File: src/rtl/ps2_cmd_pkg.sv
// Shared definitions for the PS/2 command parser: FSM states, ASCII constants
// and error codes.
package ps2_cmd_pkg;

    typedef enum logic [2:0] {
        ST_IDLE      = 3'd0,
        ST_HI_GOT    = 3'd1,
        ST_LO_GOT    = 3'd2,
        ST_SEND      = 3'd3,
        ST_WAIT_DONE = 3'd4
    } state_t;

    localparam logic [7:0] ASCII_SPACE = 8'h20;
    localparam logic [7:0] ASCII_CR    = 8'h0D;
    localparam logic [7:0] ASCII_LF    = 8'h0A;
    localparam logic [7:0] ASCII_0     = 8'h30;
    localparam logic [7:0] ASCII_UA    = 8'h41;
    localparam logic [7:0] ASCII_LA    = 8'h61;

    localparam logic [1:0] ERR_NONE      = 2'd0;
    localparam logic [1:0] ERR_INVALID   = 2'd1;
    localparam logic [1:0] ERR_MALFORMED = 2'd2;
    localparam logic [1:0] ERR_TIMEOUT   = 2'd3;

endpackage

File: src/rtl/ps2_cmd_parser_ascii_hex_decoder.sv
// Combinational ASCII classifier: hex digit value plus hex/whitespace flags.
module ascii_hex_decoder
    import ps2_cmd_pkg::*;
(
    input  logic [7:0] i_char,
    output logic [3:0] o_nibble,
    output logic       o_is_hex,
    output logic       o_is_ws
);

    logic [7:0] w_offset;

    always_comb begin
        w_offset = 8'h00;
        o_is_hex = 1'b0;
        if (i_char >= ASCII_0 && i_char <= ASCII_0 + 8'd9) begin
            w_offset = i_char - ASCII_0;
            o_is_hex = 1'b1;
        end else if (i_char >= ASCII_UA && i_char <= ASCII_UA + 8'd5) begin
            w_offset = i_char - ASCII_UA + 8'd10;
            o_is_hex = 1'b1;
        end else if (i_char >= ASCII_LA && i_char <= ASCII_LA + 8'd5) begin
            w_offset = i_char - ASCII_LA + 8'd10;
            o_is_hex = 1'b1;
        end
    end

    assign o_nibble = w_offset[3:0];
    assign o_is_ws  = (i_char == ASCII_SPACE) || (i_char == ASCII_CR) || (i_char == ASCII_LF);

endmodule

File: src/rtl/ps2_cmd_parser.sv
// Parses whitespace-separated two-digit hex tokens from the UART RX FIFO and
// hands each byte to the PS/2 transmitter, waiting (with timeout) for completion.
module ps2_cmd_parser
    import ps2_cmd_pkg::*;
#(
    parameter int TIMEOUT_CYC = 2_500_000,
    parameter int TO_W        = 22
) (
    input  logic       clk,
    input  logic       rst_n,
    input  logic       rx_empty,
    input  logic [7:0] rd_data,
    output logic       rd,
    input  logic       ps2_tx_idle,
    input  logic       tx_done_tick,
    output logic       wr_ps2,
    output logic [7:0] ps2_din,
    output logic       err_tick,
    output logic [1:0] err_code,
    output logic       busy
);

    state_t            r_state;
    state_t            w_stateNext;
    logic [7:0]        r_byte;
    logic [7:0]        w_byteNext;
    logic [1:0]        r_errCode;
    logic [1:0]        w_errCodeNext;
    logic [TO_W-1:0]   r_toCnt;
    logic [TO_W-1:0]   w_toCntNext;
    logic [3:0]        w_nibble;
    logic              w_isHex;
    logic              w_isWs;

    ascii_hex_decoder u_dec (
        .i_char   (rd_data),
        .o_nibble (w_nibble),
        .o_is_hex (w_isHex),
        .o_is_ws  (w_isWs)
    );

    always_ff @(posedge clk) begin
        if (!rst_n) begin
            r_state   <= ST_IDLE;
            r_byte    <= 8'h00;
            r_errCode <= ERR_NONE;
            r_toCnt   <= '0;
        end else begin
            r_state   <= w_stateNext;
            r_byte    <= w_byteNext;
            r_errCode <= w_errCodeNext;
            r_toCnt   <= w_toCntNext;
        end
    end

    always_comb begin
        w_stateNext   = r_state;
        w_byteNext    = r_byte;
        w_errCodeNext = r_errCode;
        w_toCntNext   = r_toCnt;
        rd            = 1'b0;
        wr_ps2        = 1'b0;
        err_tick      = 1'b0;
        busy          = 1'b0;
        case (r_state)
            ST_IDLE: begin
                rd = !rx_empty;
                if (!rx_empty) begin
                    if (w_isHex) begin
                        w_byteNext[7:4] = w_nibble;
                        w_stateNext     = ST_HI_GOT;
                    end else if (!w_isWs) begin
                        err_tick      = 1'b1;
                        w_errCodeNext = ERR_INVALID;
                    end
                end
            end
            ST_HI_GOT: begin
                rd = !rx_empty;
                if (!rx_empty) begin
                    err_tick    = !w_isHex;
                    w_stateNext = ST_IDLE;
                    if (w_isHex) begin
                        w_byteNext[3:0] = w_nibble;
                        w_stateNext     = ST_LO_GOT;
                    end else if (w_isWs) begin
                        w_errCodeNext = ERR_MALFORMED;
                    end else begin
                        w_errCodeNext = ERR_INVALID;
                    end
                end
            end
            ST_LO_GOT: begin
                rd = !rx_empty;
                if (!rx_empty) begin
                    if (w_isWs) begin
                        w_stateNext = ST_SEND;
                    end else if (w_isHex) begin
                        // A third digit is flagged but also opens the next token
                        err_tick        = 1'b1;
                        w_errCodeNext   = ERR_MALFORMED;
                        w_byteNext[7:4] = w_nibble;
                        w_stateNext     = ST_HI_GOT;
                    end else begin
                        err_tick      = 1'b1;
                        w_errCodeNext = ERR_INVALID;
                        w_stateNext   = ST_IDLE;
                    end
                end
            end
            ST_SEND: begin
                busy = 1'b1;
                if (ps2_tx_idle) begin
                    wr_ps2      = 1'b1;
                    w_toCntNext = '0;
                    w_stateNext = ST_WAIT_DONE;
                end
            end
            ST_WAIT_DONE: begin
                busy        = 1'b1;
                w_toCntNext = r_toCnt + 1'b1;
                if (tx_done_tick) begin
                    w_stateNext = ST_IDLE;
                end else if (r_toCnt == TO_W'(TIMEOUT_CYC - 1)) begin
                    err_tick      = 1'b1;
                    w_errCodeNext = ERR_TIMEOUT;
                    w_stateNext   = ST_IDLE;
                end
            end
            default: w_stateNext = ST_IDLE;
        endcase
    end

    assign ps2_din  = r_byte;
    assign err_code = r_errCode;

endmodule

File: config.mk
export PLATFORM = sky130hd
export DESIGN_NAME = ps2_cmd_parser
export DESIGN_NICKNAME = d
export VERILOG_FILES = /design/src/rtl/ps2_cmd_pkg.sv /design/src/rtl/ps2_cmd_parser_ascii_hex_decoder.sv /design/src/rtl/ps2_cmd_parser.sv
export SDC_FILE = /design/constraint.sdc
export NUM_CORES = 1
export LEC_CHECK = 0
export ABC_AREA = 1
export BUFFER_PORTS_ARGS = -buffer_cell sky130_fd_sc_hd__buf_2
export CAP_MARGIN = 30
export CORE_UTILIZATION = 52
export CTS_BUF_LIST = sky130_fd_sc_hd__clkbuf_8 sky130_fd_sc_hd__clkbuf_16
export DETAILED_ROUTE_END_ITERATION = 8
export PLACE_DENSITY = 0.74
export SKIP_CTS_REPAIR_TIMING = 1
export SYNTH_ARGS = -nofsm -noshare
export SYNTH_HDL_FRONTEND = slang
export SYNTH_SLANG_ARGS = --single-unit
File: constraint.sdc
create_clock -name clk -period 1.6 [get_ports clk]
set_clock_uncertainty 0.1 [all_clocks]
set_input_delay 0 -clock clk [delete_from_list [all_inputs] [get_ports clk]]
set_output_delay 0 -clock clk [all_outputs]
set_load 0.01 [all_outputs]
==> results.yml, run 1 <==
synthesis:
  dominantRegCellSynth: "sky130_fd_sc_hd__dfxtp_1"
  synth.most_common_cell: "sky130_fd_sc_hd__nand2_1"
  mappedNetlistNets: 376
  synth-seq-area-share: 0.307
  syn_area_um2: 2280
  synth.top_cells.by_count: "sky130_fd_sc_hd__nand2_1, sky130_fd_sc_hd__inv_1, sky130_fd_sc_hd__nor2_1"
  number_of_enable_flip_flop_cells_after_synthesis: 0
  syn_inst: 358
  ys.warnings.count: 0
  synth-seq-cells: 35
  synth_top_area_cell: "sky130_fd_sc_hd__dfxtp_1"
  ys_async_sr_fraction: 0
  synth.top_cell.area_share: 0.307
  post_synth.cell_area_avg_um2: 6.37
  synth_cell_type_count: 38
  synth_area_leaders: "sky130_fd_sc_hd__dfxtp_1, sky130_fd_sc_hd__nand2_1, sky130_fd_sc_hd__inv_1"
timing:
  setup_viol_count_final: 2
  slew-limit-headroom: 0.644
  clock.fmax_ghz: 0.597
  rsz0062_at_grt: "true"
  tightest_slew_ps: 533
  post-route-min-period_ps: 1670
  finalWorstSetupSlack_ps: -74.4
  hold_viol: 1
  hold_slack_ps: -1.70
  final_count_of_pins_violating_max_slew: 0
  final.period_utilization: 1.05
power_and_ir_drop:
  power.combinational.fraction: 0.154
  p_leak_nw: 1.32
  ir_drop_mv: 0.430
  p_sw_mw: 0.557
  power.total_mw: 1.87
  power.share.switching: 0.298
  cellPowerDensity_nw_per_um2: 666
  p_int_mw: 1.31
  power_frac_clock: 0.359
  power_frac_seq: 0.487
detailed_routing:
  detailroute.via_count: 2414
  routed_wire_length_per_instance_um: 12.2
  detail_route.iter0.violations: 244
  routed_wirelength_um: 5620
  ant_nets_after_route: 0
  post_drt_via_cell_ratio: 5.26
  firstDrtPassIters: 4
  drc_errors_left: 0
min_path:
  holdCritPathClass: "primary input to flip-flop"
floorplan:
  placementRows: 23
  dieArea_um2: 4660
  initial_utilization: 0.555
  die_height_um: 68.3
  core_area_um2: 4120
  i_o_pin_count: 27
  die-width_um: 68.3
grt:
  antenna_violations_before_repair: 0
  global_route.overflow_total: 0
  total_routing_usage_gr: 0.265
  first_pass_grt_wire_length_um: 9180
  grt_start_max_net_pins: 21
  first_global_vias: 2249
place:
  gp_routability_congestion: 0.868
  io_buffers: 26
  dp_worst_setup_slack_ps: 12.1
  hpwlAfterDp_um: 4070
clocking:
  cts-root-to-sink-buffers: 2
  tritoncts_clock_tree: "built"
  clock-sinks: 35
  htree_levels: 2
  cts_root_buf: "sky130_fd_sc_hd__clkbuf_8"
  clk-insertion-delay-late_ps: 290
  cts.reportedPaths.clkPinSlew_ps: 70
  cts_buffers: 5
final_layout:
  final.fill_count: 352
  antennaDiodeCount: 0
  post_route_cells_drive_above_1_share: 0.259
  design.final.nets: 426
  syn_to_final_growth_pct: 22.8
run:
  drv_cap: 0
setup_path:
  crit_type: "flip-flop to output port"
  required_ps: 1500
  timing.critical_path.from_type: "flip-flop"
  ordered_cell_list_for_the_critical_path: "ha_4, nand2_4, nor2_4, nand2_2, nor2_4, nand3_2, nand2_2, inv_2, nand2_1, buf_2"
  critPathArrivalTime_ps: 1570
  crit_path_top_delay_cell: "sky130_fd_sc_hd__dfxtp_2"
  worst_setup_path_end_kind: "output port"
  worst_path_max_stage_delay_ps: 350
  timing.critical_path.fanout_max: 5
  ff2ff_setup_slack_ps: -40
status:
  status: "complete, but fails checks"
  violations: "negative hold slack, negative setup slack"
## registers in the layout (all words and copies together) (netlist names)
| signal | count |
|---|---|
| err_code | 2 |
| ps2_din | 8 |
| r_state | 3 |
| r_toCnt | 22 |
## logic make-up (layout without fill, tap and decap cells)
family / after synthesis / after routing / synth area share
AOI/OAI and AO/OA: 50 / 50 / 0.122
and+or+nand+nor: 206 / 207 / 0.432
adders and majority gates: 5 / 5 / 0.0274
xor gates and xnor gates: 1 / 1 / 0.00384
buffers and inverters: 61 / 111 / 0.107
DFF: 35 / 35 / 0.307
## per-layer routing
metal | vias to the layer above | track usage | routed length, um
li1 | 1252 | - | -
met1 | 1077 | 0.297 | 2490
met2 | 74 | 0.473 | 2700
met3 | 11 | 0.0583 | 322
met4 | 0 | 0.117 | 112
met5 | - | 0 | 0
## stage by stage
stage	util	cells	cell area, um^2	TNS, ps
global placement	0.623	445	2560	0
floorplan	-	358	2280	0
CTS	0.645	453	2660	-254
detailed placement	0.623	445	2560	0
global route	0.681	459	2800	-807
finish	0.681	459	2800	-112
## final timing paths
check	to	cells past startpoint	start
setup / recovery	err_tick	10	r_toCnt[1]
hold / removal	ps2_din[0]	4	rd_data[0]
setup reg to reg	err_code[0]	11	r_toCnt[1]
hold reg to reg	ps2_din[3]	2	ps2_din[3]
## layout by cell type, fill, tap and decap left out, types with 2 or more instances in the layout
cell type	Yosys	layout
sky130_fd_sc_hd__nand2_1	100	95
sky130_fd_sc_hd__inv_1	48	47
sky130_fd_sc_hd__nor2_1	37	36
sky130_fd_sc_hd__dfxtp_1	35	29
sky130_fd_sc_hd__nand3_1	29	28
sky130_fd_sc_hd__a21oi_1	28	27
sky130_fd_sc_hd__buf_2	1	26
sky130_fd_sc_hd__buf_4	2	20
sky130_fd_sc_hd__o21ai_0	10	9
sky130_fd_sc_hd__nand4_1	8	8
sky130_fd_sc_hd__inv_2	7	8
sky130_fd_sc_hd__nand2_2	4	8
sky130_fd_sc_hd__nor3_1	7	6
sky130_fd_sc_hd__dfxtp_2	0	6
sky130_fd_sc_hd__nor2_4	2	5
sky130_fd_sc_hd__clkbuf_8	0	5
sky130_fd_sc_hd__nand3_2	5	4
sky130_fd_sc_hd__ha_1	5	4
sky130_fd_sc_hd__nor2_2	4	3
sky130_fd_sc_hd__nand3_4	1	3
sky130_fd_sc_hd__nand2_4	2	3
sky130_fd_sc_hd__o22ai_1	3	3
sky130_fd_sc_hd__o21ai_1	2	3
sky130_fd_sc_hd__a21oi_2	1	2
sky130_fd_sc_hd__nor3_4	1	2
sky130_fd_sc_hd__clkinvlp_4	0	2
## worst max-delay path, delay by kind of cell (launching register included)
kind                     cells  cell delay [ps]
buffers and inverters        2              170
flip-flops                   1              350
AND/OR/NAND/NOR              7              600
adder cells (fa/ha/maj)      1              150
## layout make-up
type	count	area, um^2	area share
clock buffer	5	68.8	0.0246
inverter	55	206	0.0737
clock inverter	3	23.8	0.00849
tap	50	62.6	0.0223
timing repair buffer	48	302	0.108
multi-input combinational	263	1430	0.510
sequential	35	708	0.253
## power groups by stage
stage / clock [mW] / sequential, mW / combinational [mW]
3_5_place_dp: 0 / 0.925 / 0.271
4_1_cts: 0.690 / 0.905 / 0.272
6_report: 0.671 / 0.908 / 0.288
3_3_place_gp: 0 / 0.925 / 0.266
5_1_grt: 0.722 / 0.910 / 0.328
2_1_floorplan: 0 / 0.932 / 0.175
(Power assumes the default switching activity.)
==> run 2, diff against run 1 <==
- CORE_UTILIZATION: 52 -> 40
- PLACE_DENSITY: 0.74 -> 0.6
- RECOVER_POWER: unset -> 25
- SLEW_MARGIN: unset -> 20
==> run 2 against run 1 <==
Sequential cell count unchanged. Non-clock buffer count shrank 1. Sequential power increased by 0.6%. Highest routed layer unchanged. Critical path depth is the same. Largest power group unchanged. Critical path type unchanged. The flow still finishes with violations (negative hold slack, negative setup slack). Global-route usage down 6.8 points. Total power fell by 2.9%.
==> results.yml, run 2 (synthesized netlist as in run 1, its figures left out) <==
timing:
  post-route-min-period_ps: 1650
  setup_total_negative_slack_ps: -58.6
  setup_viol_count_final: 2
  finalWorstSetupSlack_ps: -47.7
  hold_viol: 1
  final_count_of_pins_violating_max_slew: 0
  slew-limit-headroom: 0.628
  hold_slack_ps: -35.7
  clock.fmax_ghz: 0.607
  tightest_slew_ps: 558
  final.period_utilization: 1.03
  rsz0062_at_grt: "true"
floorplan:
  i_o_pin_count: 27
  die-width_um: 77.5
  initial_utilization: 0.414
  die_height_um: 77.5
  dieArea_um2: 6010
  core_area_um2: 5510
  placementRows: 27
detailed_routing:
  detail_route.iter0.violations: 121
  routed_wire_length_per_instance_um: 12.1
  detailroute.via_count: 2364
  drc_errors_left: 0
  firstDrtPassIters: 4
  ant_nets_after_route: 0
  post_drt_via_cell_ratio: 4.93
  routed_wirelength_um: 5790
final_layout:
  largest_register_ff_count: 22
  post_route_cells_drive_above_1_share: 0.243
  layout_common_cells: "sky130_fd_sc_hd__nand2_1, sky130_fd_sc_hd__inv_1, sky130_fd_sc_hd__nor2_1"
  fin_area_um2: 2820
  largest_register_by_flop_count: "r_toCnt"
  antennaDiodeCount: 0
  syn_to_final_growth_pct: 23.6
  layout.cells.non_filler: 480
  most_frequent_standard_cell_in_the_layout_excluding_fill_and_tap_cells: "sky130_fd_sc_hd__nand2_1"
  design.final.nets: 425
  final.fill_count: 560
  finished_core_util: 0.512
status:
  status: "complete, but fails checks"
  violations: "negative hold slack, negative setup slack"
setup_path:
  worst_setup_path_end_kind: "output port"
  crit_type: "flip-flop to output port"
  required_ps: 1500
  timing.critical_path.fanout_max: 5
  critPathArrivalTime_ps: 1550
  timing.critical_path.from_type: "flip-flop"
clocking:
  clk-insertion-delay-late_ps: 290
  cts-root-to-sink-buffers: 2
  tritoncts_clock_tree: "built"
  htree_levels: 2
  cts_root_buf: "sky130_fd_sc_hd__clkbuf_8"
  cts_buffers: 5
  clock-sinks: 35
  cts.reportedPaths.clkPinSlew_ps: 70
place:
  numPlacedInstances: 467
  gp_routability_congestion: 0.807
  dp_worst_setup_slack_ps: 12.0
  io_buffers: 26
  hpwlAfterDp_um: 4180
  placed_area_um2: 2590
grt:
  grt_start_max_net_pins: 21
  total_routing_usage_gr: 0.197
  global_route.overflow_total: 0
  first_global_vias: 2081
  antenna_violations_before_repair: 0
  first_pass_grt_wire_length_um: 9410
power_and_ir_drop:
  cellPowerDensity_nw_per_um2: 643
  ir_drop_mv: 0.418
  power.total_mw: 1.81
  p_leak_nw: 1.29
run:
  drv_cap: 0
min_path:
  holdCritPathClass: "primary input to flip-flop"
## run 2: where the power goes
group	switching (mW)	total, mW	internal [mW]
clock	0.326	0.619	0.293
combinational	0.180	0.281	0.101
sequential	0.0189	0.913	0.894
## run 2: worst max-delay path, stage by stage (launching register included)
cell and delay (ps):
sky130_fd_sc_hd__dfxtp_2 360, sky130_fd_sc_hd__ha_4 150, sky130_fd_sc_hd__nand2_4 60, sky130_fd_sc_hd__nor2_4 130, sky130_fd_sc_hd__nand2_2 80, sky130_fd_sc_hd__nor2_4 120
sky130_fd_sc_hd__nand3_2 80, sky130_fd_sc_hd__nand2_2 70, sky130_fd_sc_hd__inv_2 50, sky130_fd_sc_hd__nand2_2 60, sky130_fd_sc_hd__buf_6 100
## run 2: final timing paths
check | slack, ps | depth (start not counted) | end | start
min | -40 | 3 | ps2_din[2] | rx_empty
max | -50 | 10 | err_tick | r_toCnt[1]
min reg2reg | 370 | 2 | ps2_din[0] | ps2_din[0]
max reg2reg | -10 | 11 | r_toCnt[21] | r_toCnt[1]
## run 2: routing by layer
metal	track usage	part of all wire
met1	0.269	0.47
met4	0.0566	0.011
met2	0.312	0.45
met5	0	0
met3	0.0400	0.064
## run 2: final cells by class
type	instances	area [um^2]	share of cell area
Multi-Input combinational cell	263	1440	0.512
Sequential cell	35	712	0.252
Timing Repair Buffer	47	287	0.102
Inverter	55	206	0.0732
Tap cell	72	90.1	0.0319
Clock buffer	5	68.8	0.0244
Clock inverter	3	12.5	0.00444
